[src/rtl/btn_pkg.sv]
// Shared types and sizing helpers for the button input front end.
// Imported by btn_debounce_ch, btn_event_rx and the game FSM.
package btn_pkg;

    localparam int NUM_BTN_DEF    = 8;
    localparam int DEBOUNCE_DEF   = 1000;
    localparam int FIFO_DEPTH_DEF = 4;

    // Widths never collapse to zero, even for tiny parameter values.
    function automatic int idx_w(input int n);
        return (n <= 2) ? 1 : $clog2(n);
    endfunction

    function automatic int cnt_w(input int n);
        return (n <= 2) ? 1 : $clog2(n);
    endfunction

    localparam int BTN_IDX_W = idx_w(NUM_BTN_DEF);
    localparam int CNT_W     = cnt_w(DEBOUNCE_DEF);

    typedef logic [BTN_IDX_W-1:0] btn_idx_t;

endpackage

[src/rtl/btn_debounce_ch.sv]
// One button channel: 2-FF sync, counter debounce, registered rise pulse.
// Ports: clk, rst_n, ena, raw (async in), level (debounced), rise (1-cycle).
module btn_debounce_ch
    import btn_pkg::*;
#(
    parameter int DEBOUNCE_CYCLES = DEBOUNCE_DEF
) (
    input  logic clk,
    input  logic rst_n,
    input  logic ena,
    input  logic raw,
    output logic level,
    output logic rise
);

    localparam int CW = cnt_w(DEBOUNCE_CYCLES);
    localparam logic [CW-1:0] CNT_MAX = CW'(DEBOUNCE_CYCLES - 1);

    logic          sync1;
    logic          sync2;
    logic [CW-1:0] cnt;
    logic          differ;
    logic          accept;

    assign differ = sync2 ^ level;
    assign accept = differ && (cnt == CNT_MAX);

    // Synchroniser runs regardless of ena.
    always_ff @(posedge clk or negedge rst_n) begin
        if (!rst_n) begin
            sync1 <= 1'b0;
            sync2 <= 1'b0;
        end else begin
            sync1 <= raw;
            sync2 <= sync1;
        end
    end

    always_ff @(posedge clk or negedge rst_n) begin
        if (!rst_n) begin
            cnt   <= '0;
            level <= 1'b0;
            rise  <= 1'b0;
        end else if (ena) begin
            rise <= accept & sync2;
            if (!differ || accept) begin
                cnt <= '0;
            end else begin
                cnt <= cnt + 1'b1;
            end
            if (accept) begin
                level <= sync2;
            end
        end else begin
            rise <= 1'b0;
        end
    end

endmodule

[src/rtl/btn_event_rx.sv]
// Button bank front end: per-button debounce plus a press-event FIFO.
// Ports: clk, rst_n, ena, btn_raw -> btn_level, btn_rise; evt_* FIFO view.
module btn_event_rx
    import btn_pkg::*;
#(
    parameter int NUM_BTN         = NUM_BTN_DEF,
    parameter int DEBOUNCE_CYCLES = DEBOUNCE_DEF,
    parameter int FIFO_DEPTH      = FIFO_DEPTH_DEF
) (
    input  logic                          clk,
    input  logic                          rst_n,
    input  logic                          ena,
    input  logic [NUM_BTN-1:0]            btn_raw,
    output logic [NUM_BTN-1:0]            btn_level,
    output logic [NUM_BTN-1:0]            btn_rise,
    output logic                          evt_valid,
    output logic [idx_w(NUM_BTN)-1:0]     evt_btn,
    input  logic                          evt_ready,
    output logic [$clog2(FIFO_DEPTH):0]   evt_count,
    output logic                          evt_overflow,
    input  logic                          clr_overflow
);

    localparam int IW = idx_w(NUM_BTN);
    localparam int AW = $clog2(FIFO_DEPTH);
    localparam int OW = AW + 1;

    logic [NUM_BTN-1:0] pending;
    logic [NUM_BTN-1:0] push_oh;
    logic [NUM_BTN-1:0] ovf_hit;
    logic [IW-1:0]      push_idx;
    logic [IW-1:0]      mem [FIFO_DEPTH];
    logic [AW-1:0]      wr_ptr;
    logic [AW-1:0]      rd_ptr;
    logic               push;
    logic               pop;
    logic               has_room;

    for (genvar g = 0; g < NUM_BTN; g++) begin : g_ch
        btn_debounce_ch #(
            .DEBOUNCE_CYCLES(DEBOUNCE_CYCLES)
        ) u_ch (
            .clk  (clk),
            .rst_n(rst_n),
            .ena  (ena),
            .raw  (btn_raw[g]),
            .level(btn_level[g]),
            .rise (btn_rise[g])
        );
    end

    assign evt_valid = (evt_count != '0);
    assign pop       = evt_valid && evt_ready;
    // A pop in the same cycle frees the slot a full FIFO needs.
    assign has_room  = (evt_count < OW'(FIFO_DEPTH)) || pop;
    assign push      = (|pending) && has_room;
    assign evt_btn   = evt_valid ? mem[rd_ptr] : '0;

    // Lowest set pending bit wins: scan downwards, last hit sticks.
    always_comb begin
        push_idx = '0;
        push_oh  = '0;
        for (int i = NUM_BTN - 1; i >= 0; i--) begin
            if (pending[i]) begin
                push_idx = IW'(i);
            end
        end
        if (push) begin
            push_oh[push_idx] = 1'b1;
        end
    end

    assign ovf_hit = btn_rise & pending & ~push_oh;

    always_ff @(posedge clk or negedge rst_n) begin
        if (!rst_n) begin
            pending      <= '0;
            evt_overflow <= 1'b0;
        end else begin
            pending <= (pending & ~push_oh) | btn_rise;
            if (|ovf_hit) begin
                evt_overflow <= 1'b1;
            end else if (clr_overflow) begin
                evt_overflow <= 1'b0;
            end
        end
    end

    always_ff @(posedge clk or negedge rst_n) begin
        if (!rst_n) begin
            wr_ptr    <= '0;
            rd_ptr    <= '0;
            evt_count <= '0;
            for (int i = 0; i < FIFO_DEPTH; i++) begin
                mem[i] <= '0;
            end
        end else begin
            if (push) begin
                mem[wr_ptr] <= push_idx;
                wr_ptr      <= wr_ptr + 1'b1;
            end
            if (pop) begin
                rd_ptr <= rd_ptr + 1'b1;
            end
            if (push && !pop) begin
                evt_count <= evt_count + 1'b1;
            end else if (pop && !push) begin
                evt_count <= evt_count - 1'b1;
            end
        end
    end

endmodule

[config.mk]
export PLATFORM = sky130hd
export DESIGN_NAME = btn_event_rx
export DESIGN_NICKNAME = d
export VERILOG_FILES = /design/src/rtl/btn_pkg.sv /design/src/rtl/btn_debounce_ch.sv /design/src/rtl/btn_event_rx.sv
export SDC_FILE = /design/constraint.sdc
export NUM_CORES = 1
export LEC_CHECK = 0
export ABC_AREA = 1
export BUFFER_PORTS_ARGS = -buffer_cell sky130_fd_sc_hd__buf_2
export CAP_MARGIN = 20
export CORE_UTILIZATION = 42
export CTS_BUF_LIST = sky130_fd_sc_hd__clkbuf_4 sky130_fd_sc_hd__clkbuf_8
export CTS_CLUSTER_SIZE = 24
export DETAILED_ROUTE_END_ITERATION = 10
export SLEW_MARGIN = 25
export SYNTH_ARGS = -nofsm -noshare
export SYNTH_HDL_FRONTEND = slang
export SYNTH_HIERARCHICAL = 1
export SYNTH_SLANG_ARGS = --single-unit
[constraint.sdc]
create_clock -name clk -period 4 [get_ports clk]
set_clock_uncertainty 0.2 [all_clocks]
set_input_delay 0.8 -clock clk [delete_from_list [all_inputs] [get_ports clk]]
set_output_delay 0.8 -clock clk [all_outputs]
set_load 0.005 [all_outputs]
==> results.json, run 1 <==
{
  "status": "finished, final reports clean",
  "async_flop_share_pct": 100.0,
  "final_antenna_net_count": 0,
  "crit_path_end_kind": "output pin",
  "drc": 0,
  "synth_area_leader_cell": "dfrtp_1",
  "gr-total-overflow": 0,
  "worst_pin_slew_ps": 835.7,
  "synth_edf_count": 0,
  "diodes": 0,
  "slew_violations": 0,
  "vias": 5250,
  "ys_ff_latch": 140,
  "cp_max_fo": 4,
  "cts.repair.resized": 0,
  "yosys.area.top_type_share_pct": 47.61,
  "syn-num-nets": 874,
  "fin_crit_sh_pct": 65.03,
  "fillerInstances": 1695,
  "nets": 923,
  "worstSetupStartpointType": "flop",
  "grt_pass1_wl_um": 23070,
  "grt_setup_unrepaired": "false",
  "grt_pass1_vias": 5012,
  "die_y_um": 134.4,
  "fp-row-count": 48,
  "peakVddDrop_uv": 363.7,
  "worstPathArrival_ps": 1600,
  "dieArea_um2": 18050,
  "pin_count": 37,
  "htreeDepth": 4,
  "ys_types": 31,
  "synth.avg_cell_area_um2": 8.687,
  "yosys-top-cells-area": "dfrtp_1, nand2_1, nor2_2",
  "relSlewSlack_pct": 44.28,
  "yosys_most_used_dff": "dfrtp_1",
  "post_drt_wl_per_cell_um": 11.52,
  "drt-total-wl_um": 13060,
  "ys_warn_count": 6,
  "clkLatencyLatePin_ps": 450,
  "dr.pass1.iters": 4,
  "maxCapViolations": 0,
  "fmax_mhz": 384.5,
  "cts_buffers": 17,
  "syn_inst": 847,
  "yosysMostFrequentCell": "nand2_1",
  "cts.sinks": 140,
  "hpwlAfterDp_um": 9456,
  "drt_iter0_markers": 279,
  "cts_hold_buf": 0,
  "portBuffers": 36,
  "hold_violations": 0,
  "drive_above_1_share_pct": 25.52,
  "grt_max_degree": 92,
  "post_cts_buffers": 0,
  "area_growth_pct": 11.48,
  "cts_tree": "built",
  "core_area_um2": 17180,
  "grt_use_total_pct": 16.10,
  "gp_congestion": 0.7981,
  "p_per_area_nw_per_um2": 403.4,
  "cts_buffer_depth": 2,
  "fin_tns_setup_ps": 0,
  "ys_top_cells_by_count": "nand2_1, dfrtp_1, nor2_1, inv_1, nor2_2",
  "worstHoldPathType": "reg2reg",
  "root_buffer": "clkbuf_8",
  "path_class": "reg2out",
  "p_total_mw": 3.309,
  "start_util_pct": 42.84,
  "netlist_area_um2": 7358,
  "die_w_um": 134.4,
  "p_leak_nw": 3.858,
  "synth_seq_area_share_pct": 47.61,
  "clk_pin_slew_ps": 80,
  "period_needed_ps": 2601,
  "setup_viol": 0,
  "vias_per_cell": 4.630,
  "final_util_pct": 47.76,
  "cp.required_ps": 3000,
  "antenna_found_initial": 0
}
## path summary, 6_finish.rpt
path / from / to / depth (start not counted) / slack, ps
worst max-delay path: evt_count[1] / evt_valid / 3 / 1400
worst min register to register: g_ch[7].u_ch/sync1 / g_ch[7].u_ch/sync2 / 0 / 150
min in group asynchronous: rst_n / g_ch[7].u_ch/cnt[6] / 1 / 210
worst min-delay path: g_ch[7].u_ch/sync1 / g_ch[7].u_ch/sync2 / 0 / 150
max in group asynchronous: rst_n / g_ch[1].u_ch/rise / 2 / 2620
worst max register to register: evt_count[1] / evt_count[2] / 10 / 1620
## logic make-up (layout without fill, tap and decap cells)
family	count (synthesis)	after routing	share of synthesized area, %
AND/OR/NAND/NOR	463	463	31.58
adder cells (fa/ha/maj)	14	14	2.483
XOR/XNOR	44	44	5.237
multiplexers	1	1	0.1530
flip-flops	140	140	47.61
AO/OA/AOI/OAI	83	83	6.785
buffers and inverters	102	164	6.155
## layout by cell type (no fill, tap or decap), drive strengths merged, types with 14 or more instances in the layout
cell,netlist,layout
o21ai,54,54
clkbuf,1,18
nand2,219,219
nand3,46,46
nor2,179,179
xor2,35,35
inv,85,87
nand4,16,16
buf,8,39
dfrtp,140,140
clkinv,8,14
## cell type report
type                            count  area, um2  area share, %
Tap cell                          225      281.5          3.432
Multi-Input combinational cell    605       3402          41.47
Timing Repair Buffer               39      234.0          2.852
Inverter                           93      389.1          4.744
Clock inverter                     14      145.1          1.769
Clock buffer                       18      247.7          3.020
Sequential cell                   140       3503          42.71
## critical path, stage by stage, from the launching register on
cell     delay (ps)
dfrtp_1         440
nor3_1          430
inv_1           130
buf_2           150
## metal layers
metal / vias to the layer above / GRT usage, % / wire length (um)
met3: 8 / 4.119 / 368
met5: - / 0 / 0
li1: 2748 / - / -
met4: 0 / 5.181 / 120
met2: 53 / 26.42 / 6204
met1: 2441 / 20.75 / 6366
## metrics by stage
stage	cells	area, um2	hold slack (ps)	worst slack [ps]
2_1_floorplan	847	7358	131.2	1700
3_5_place_dp	1102	7810	134.7	1451
4_1_cts	1134	8203	152.4	1361
5_1_grt	1134	8203	161.3	1284
6_report	1134	8203	150.5	1399
3_3_place_gp	1102	7810	134.7	1503
## report_power, final
part           total, mW  switching, mW  internal (mW)
registers           1.63          0.108           1.52
clock network       1.14          0.567          0.570
logic              0.540          0.327          0.213
total               3.31           1.00           2.31
## state kept, by name (all words and copies together), names as in the netlist
name             count
rd_ptr               2
mem                 12
g_ch.u_ch/rise       8
wr_ptr               2
g_ch.u_ch/cnt       80
pending              8
evt_overflow         1
g_ch.u_ch/sync1      8
evt_count            3
g_ch.u_ch/level      8
g_ch.u_ch/sync2      8
No activity file was read; power rests on OpenSTA's default activity.
==> run 2: changes to the inputs <==
==> constraint.sdc (replaced) <==
create_clock -name clk -period 2.5 [get_ports clk]
set_clock_uncertainty 0.2 [all_clocks]
set_input_delay 0.5 -clock clk [delete_from_list [all_inputs] [get_ports clk]]
set_output_delay 0.5 -clock clk [all_outputs]
set_load 0.005 [all_outputs]
==> results.json, run 2 (synthesized netlist as in run 1, its figures left out) <==
{
  "start_util_pct": 42.84,
  "hpwlAfterDp_um": 9545,
  "pin_count": 37,
  "drc": 0,
  "fin_crit_sh_pct": 89.16,
  "htreeDepth": 4,
  "setup_viol": 0,
  "fin_tns_setup_ps": 0,
  "worst_pin_slew_ps": 478.2,
  "r2r_cells": 8,
  "largest_register": "g_ch.u_ch/cnt",
  "slew_violations": 0,
  "drt-total-wl_um": 13100,
  "die_y_um": 134.4,
  "dr.pass1.iters": 6,
  "vias": 5250,
  "area_growth_pct": 13.67,
  "cpLargestDelayFamily": "adder cells",
  "crit_path_max_incr_delay_ps": 410,
  "cp_num_buf_inv": 2,
  "place_ws_ps": 250.0,
  "fp-row-count": 48,
  "portBuffers": 36,
  "diodes": 0,
  "layout_common_cells": "nand2_1, dfrtp_1, nor2_1, inv_1, nor2_2",
  "root_buffer": "clkbuf_8",
  "dieArea_um2": 18050,
  "nets": 939,
  "whs_path_depth": 0,
  "gr-total-overflow": 0,
  "cts_tree": "built",
  "core_area_um2": 17180,
  "layout_commonest_cell": "nand2_1",
  "p_total_mw": 5.316,
  "clkLatencyLatePin_ps": 440,
  "worst_slack_ps": 271.0,
  "cpMostUsedCell": "inv_1",
  "min_from": "g_ch[5].u_ch/sync1",
  "clk_pin_slew_ps": 80,
  "grt_pass1_wl_um": 23090,
  "maxCapViolations": 0,
  "cp_cell_sequence": "inv_1 > nand2_1 > nor2_4 > a31oi_4 > ha_1 > inv_1 > fa_1 > mux2_2",
  "hold_violations": 0,
  "cts_buffers": 17,
  "final_antenna_net_count": 0,
  "cp.required_ps": 2620,
  "die_w_um": 134.4,
  "relSlewSlack_pct": 67.79,
  "grt_max_degree": 44,
  "cts.repair.resized": 0,
  "startpoint": "pending[2]",
  "reg2reg_slack_ps": 270,
  "drive_above_1_share_pct": 25.60,
  "post_drt_wl_per_cell_um": 11.42,
  "cts_buffer_depth": 2,
  "gp_congestion": 0.7933,
  "grt_setup_unrepaired": "false",
  "drt_iter0_markers": 239,
  "grt_pass1_vias": 5007,
  "worstSetupStartpointType": "flop",
  "cp.depth": 8,
  "status": "finished, final reports clean",
  "cp_max_fo": 8,
  "largest_register_ffs": 80,
  "antenna_found_initial": 0,
  "period_needed_ps": 2229,
  "r2r-end": "evt_count[1]",
  "fmax_mhz": 448.6,
  "reg.largest.list": "g_ch.u_ch/cnt (80), mem (12)",
  "worstReg2RegStart": "pending[2]",
  "hold_end": "g_ch[5].u_ch/sync2",
  "cts.sinks": 140,
  "vias_per_cell": 4.577,
  "grt_use_total_pct": 16.04,
  "p_leak_nw": 3.943,
  "crit_path_end_kind": "flop",
  "critPathSlowestCell": "dfrtp_1",
  "worstHoldPathType": "reg2reg",
  "p_per_area_nw_per_um2": 635.5,
  "worstPathArrival_ps": 2350,
  "path_class": "reg2reg",
  "peakVddDrop_uv": 444.5
}
==> run 2: how the worst max path moves through the flow <==
stage                         endpoint  slack (ps)
after floorplan           evt_count[1]         350
after global placement    evt_count[1]         290
after detailed placement  evt_count[1]         250
after CTS                   evt_btn[0]         260
after global routing        evt_btn[0]          80
final                     evt_count[1]         270
==> run 2: metrics by stage <==
stage	hold slack [ps]	instances	area, um2	util, %
after floorplan	4.409	847	7358	-
after global placement	134.7	1109	7888	45.92
after detailed placement	137.9	1109	7888	45.92
after CTS	142.5	1147	8364	48.70
after global routing	161.0	1147	8364	48.70
final	152.6	1147	8364	48.70
==> run 2: worst register-to-register path, stage by stage, from the launching register on <==
cell,delay (ps)
dfrtp_1,410
inv_1,80
nand2_1,100
nor2_4,180
a31oi_4,150
ha_1,230
inv_1,100
fa_1,410
mux2_2,270
==> run 2: routing by layer <==
layer	wire length [um]	up-vias	global-route usage (%)
met4	118	0	4.494
met5	0	-	0
met1	6412	2418	20.98
li1	-	2776	-
met3	342	10	4.044
met2	6229	46	26.34
==> run 2: layout make-up <==
class / count / area [um2]
Clock buffer: 22 / 296.5
Clock inverter: 7 / 90.09
Fill cell: 1706 / 8812
Inverter: 93 / 389.1
Multi-Input combinational cell: 605 / 3402
Sequential cell: 140 / 3503
Tap cell: 225 / 281.5
Timing Repair Buffer: 55 / 401.6
==> run 2: where the power goes <==
| group | total (mW) | leakage (nW) | switching, mW | internal, mW |
|---|---|---|---|---|
| Sequential | 2.61 | 1.88 | 0.170 | 2.44 |
| Combinational | 0.903 | 1.87 | 0.535 | 0.368 |
| Clock | 1.80 | 0.196 | 0.821 | 0.982 |
==> run 2: timing repair <==
item | CTS | global route
buffers inserted | 0 | 0
hold buffers | 9 | 0
hold endpoints to repair | 47 | 0
==> run 3: changes to the inputs <==
--- a/config.mk
+++ b/config.mk
@@ -6,7 +6,7 @@
 export NUM_CORES = 1
 export LEC_CHECK = 0
 export ABC_AREA = 1
-export BUFFER_PORTS_ARGS = -buffer_cell sky130_fd_sc_hd__buf_2
+export BUFFER_PORTS_ARGS = -buffer_cell sky130_fd_sc_hd__buf_4
 export CAP_MARGIN = 20
 export CORE_UTILIZATION = 42
 export CTS_BUF_LIST = sky130_fd_sc_hd__clkbuf_4 sky130_fd_sc_hd__clkbuf_8
==> results.json, run 3 (synthesized netlist as in run 1, its figures left out) <==
{
  "worstHoldPathType": "in2reg",
  "grt_pass1_wl_um": 23120,
  "grt_use_total_pct": 16.28,
  "p_leak_nw": 3.950,
  "peakVddDrop_uv": 431.6,
  "drive_above_1_share_pct": 25.52,
  "sequentialPowerShare_pct": 47.7,
  "p_comb_share_pct": 17.0,
  "dr.pass1.iters": 4,
  "slew_violations": 0,
  "cts.sinks": 140,
  "pin_count": 37,
  "reg.largest.list": "g_ch.u_ch/cnt (80), mem (12)",
  "portBuffers": 36,
  "period_needed_ps": 2219,
  "dieArea_um2": 18050,
  "place_area_um2": 7933,
  "maxCapViolations": 0,
  "intPower_mw": 3.897,
  "setup_viol": 0,
  "fin_area_um2": 8442,
  "drc": 0,
  "grt_setup_unrepaired": "false",
  "diodes": 0,
  "layout_common_cells": "nand2_1, dfrtp_1, nor2_1, inv_1, nor2_2",
  "switchingPower_mw": 1.569,
  "hold_violations": 0,
  "cp_max_fo": 8,
  "cts_buffers": 17,
  "final_antenna_net_count": 0,
  "worst_pin_slew_ps": 545.2,
  "vias_per_cell": 4.600,
  "nets": 935,
  "worstSetupStartpointType": "flop",
  "cts_tree": "built",
  "clkLatencyLatePin_ps": 450,
  "die_y_um": 134.4,
  "fp-row-count": 48,
  "status": "finished, final reports clean",
  "layout_commonest_cell": "nand2_1",
  "grt_pass1_vias": 4967,
  "relSlewSlack_pct": 63.65,
  "fin_tns_setup_ps": 0,
  "drt-total-wl_um": 13080,
  "post_drt_wl_per_cell_um": 11.42,
  "path_class": "reg2reg",
  "area_growth_pct": 14.73,
  "clk_pin_slew_ps": 80,
  "p_per_area_nw_per_um2": 647.5,
  "htreeDepth": 4,
  "fmax_mhz": 450.6,
  "worstPathArrival_ps": 2350,
  "cts_buffer_depth": 2,
  "largest_register_ffs": 80,
  "grt_max_degree": 57,
  "antenna_found_initial": 0,
  "gr-total-overflow": 0,
  "largest_register": "g_ch.u_ch/cnt",
  "gp_congestion": 0.7987,
  "start_util_pct": 42.84,
  "hpwlAfterDp_um": 9415,
  "cts.repair.resized": 0,
  "core_area_um2": 17180,
  "crit_path_end_kind": "flop",
  "vias": 5272,
  "root_buffer": "clkbuf_8",
  "cp.required_ps": 2630,
  "drt_iter0_markers": 241,
  "die_w_um": 134.4,
  "fin_crit_sh_pct": 88.76,
  "post_cts_buffers": 0,
  "clock_power_share_pct": 35.3,
  "switching_share_pct": 28.70
}
## run 3: final timing paths
path	from	end	slack (ps)	depth (start not counted)
hold / removal	evt_ready	rd_ptr[0]	140	3
setup reg to reg	pending[2]	evt_count[1]	280	8
hold reg to reg	g_ch[7].u_ch/sync1	g_ch[7].u_ch/sync2	150	0
max in group asynchronous	rst_n	g_ch[3].u_ch/cnt[1]	1100	3
min in group asynchronous	rst_n	g_ch[7].u_ch/level	390	2
setup / recovery	pending[2]	evt_count[1]	280	8
## run 3: per-stage QoR
step / total power [mW] / util [%] / hold WS (ps) / std cells / worst slack, ps
6_report: 5.466 / 49.15 / 135.3 / 1146 / 281.0
5_1_grt: 5.822 / 49.15 / 125.3 / 1146 / 52.78
4_1_cts: 5.566 / 49.15 / 108.8 / 1146 / 260.6
3_5_place_dp: 3.587 / 46.18 / 134.7 / 1105 / 265.4
3_3_place_gp: 3.574 / 46.18 / 133.2 / 1105 / 299.3
2_1_floorplan: 3.255 / - / 4.409 / 847 / 354.1
## run 3: what timing repair did
item / 4_1_cts / 5_1_grt
hold buffers: 9 / 0
setup endpoints to repair: 0 / 0
endpoints found under the hold margin: 61 / 0
## run 3: metal layers
metal,global-route usage (%),vias to the layer above,wire (um)
met5,0,-,0
met1,20.93,2437,6403
li1,-,2780,-
met4,5.431,0,151
met2,26.60,45,6196
met3,4.346,10,331
## run 3: area by class of cell
cell class | count | area [um2]
sequential | 140 | 3503
fill | 1682 | 8735
timing repair buffer | 51 | 446.7
tap | 225 | 281.5
multi-input combinational | 605 | 3402
clock buffer | 20 | 275.3
clock inverter | 12 | 143.9
inverter | 93 | 389.1
## run 3: critical path, stage by stage, from the launching register on
cell	delay, ps
dfrtp_1	410
inv_1	80
nand2_1	100
nor2_4	170
a31oi_4	150
ha_1	220
inv_1	90
fa_1	410
mux2_2	260
## run 3: power by group through the flow
stage	Clock (mW)	Sequential [mW]	Combinational, mW
6_report	1.93	2.61	0.931
5_1_grt	2.11	2.64	1.07
4_1_cts	2.00	2.61	0.953
3_5_place_dp	0	2.65	0.936
3_3_place_gp	0	2.65	0.925
2_1_floorplan	0	2.61	0.648
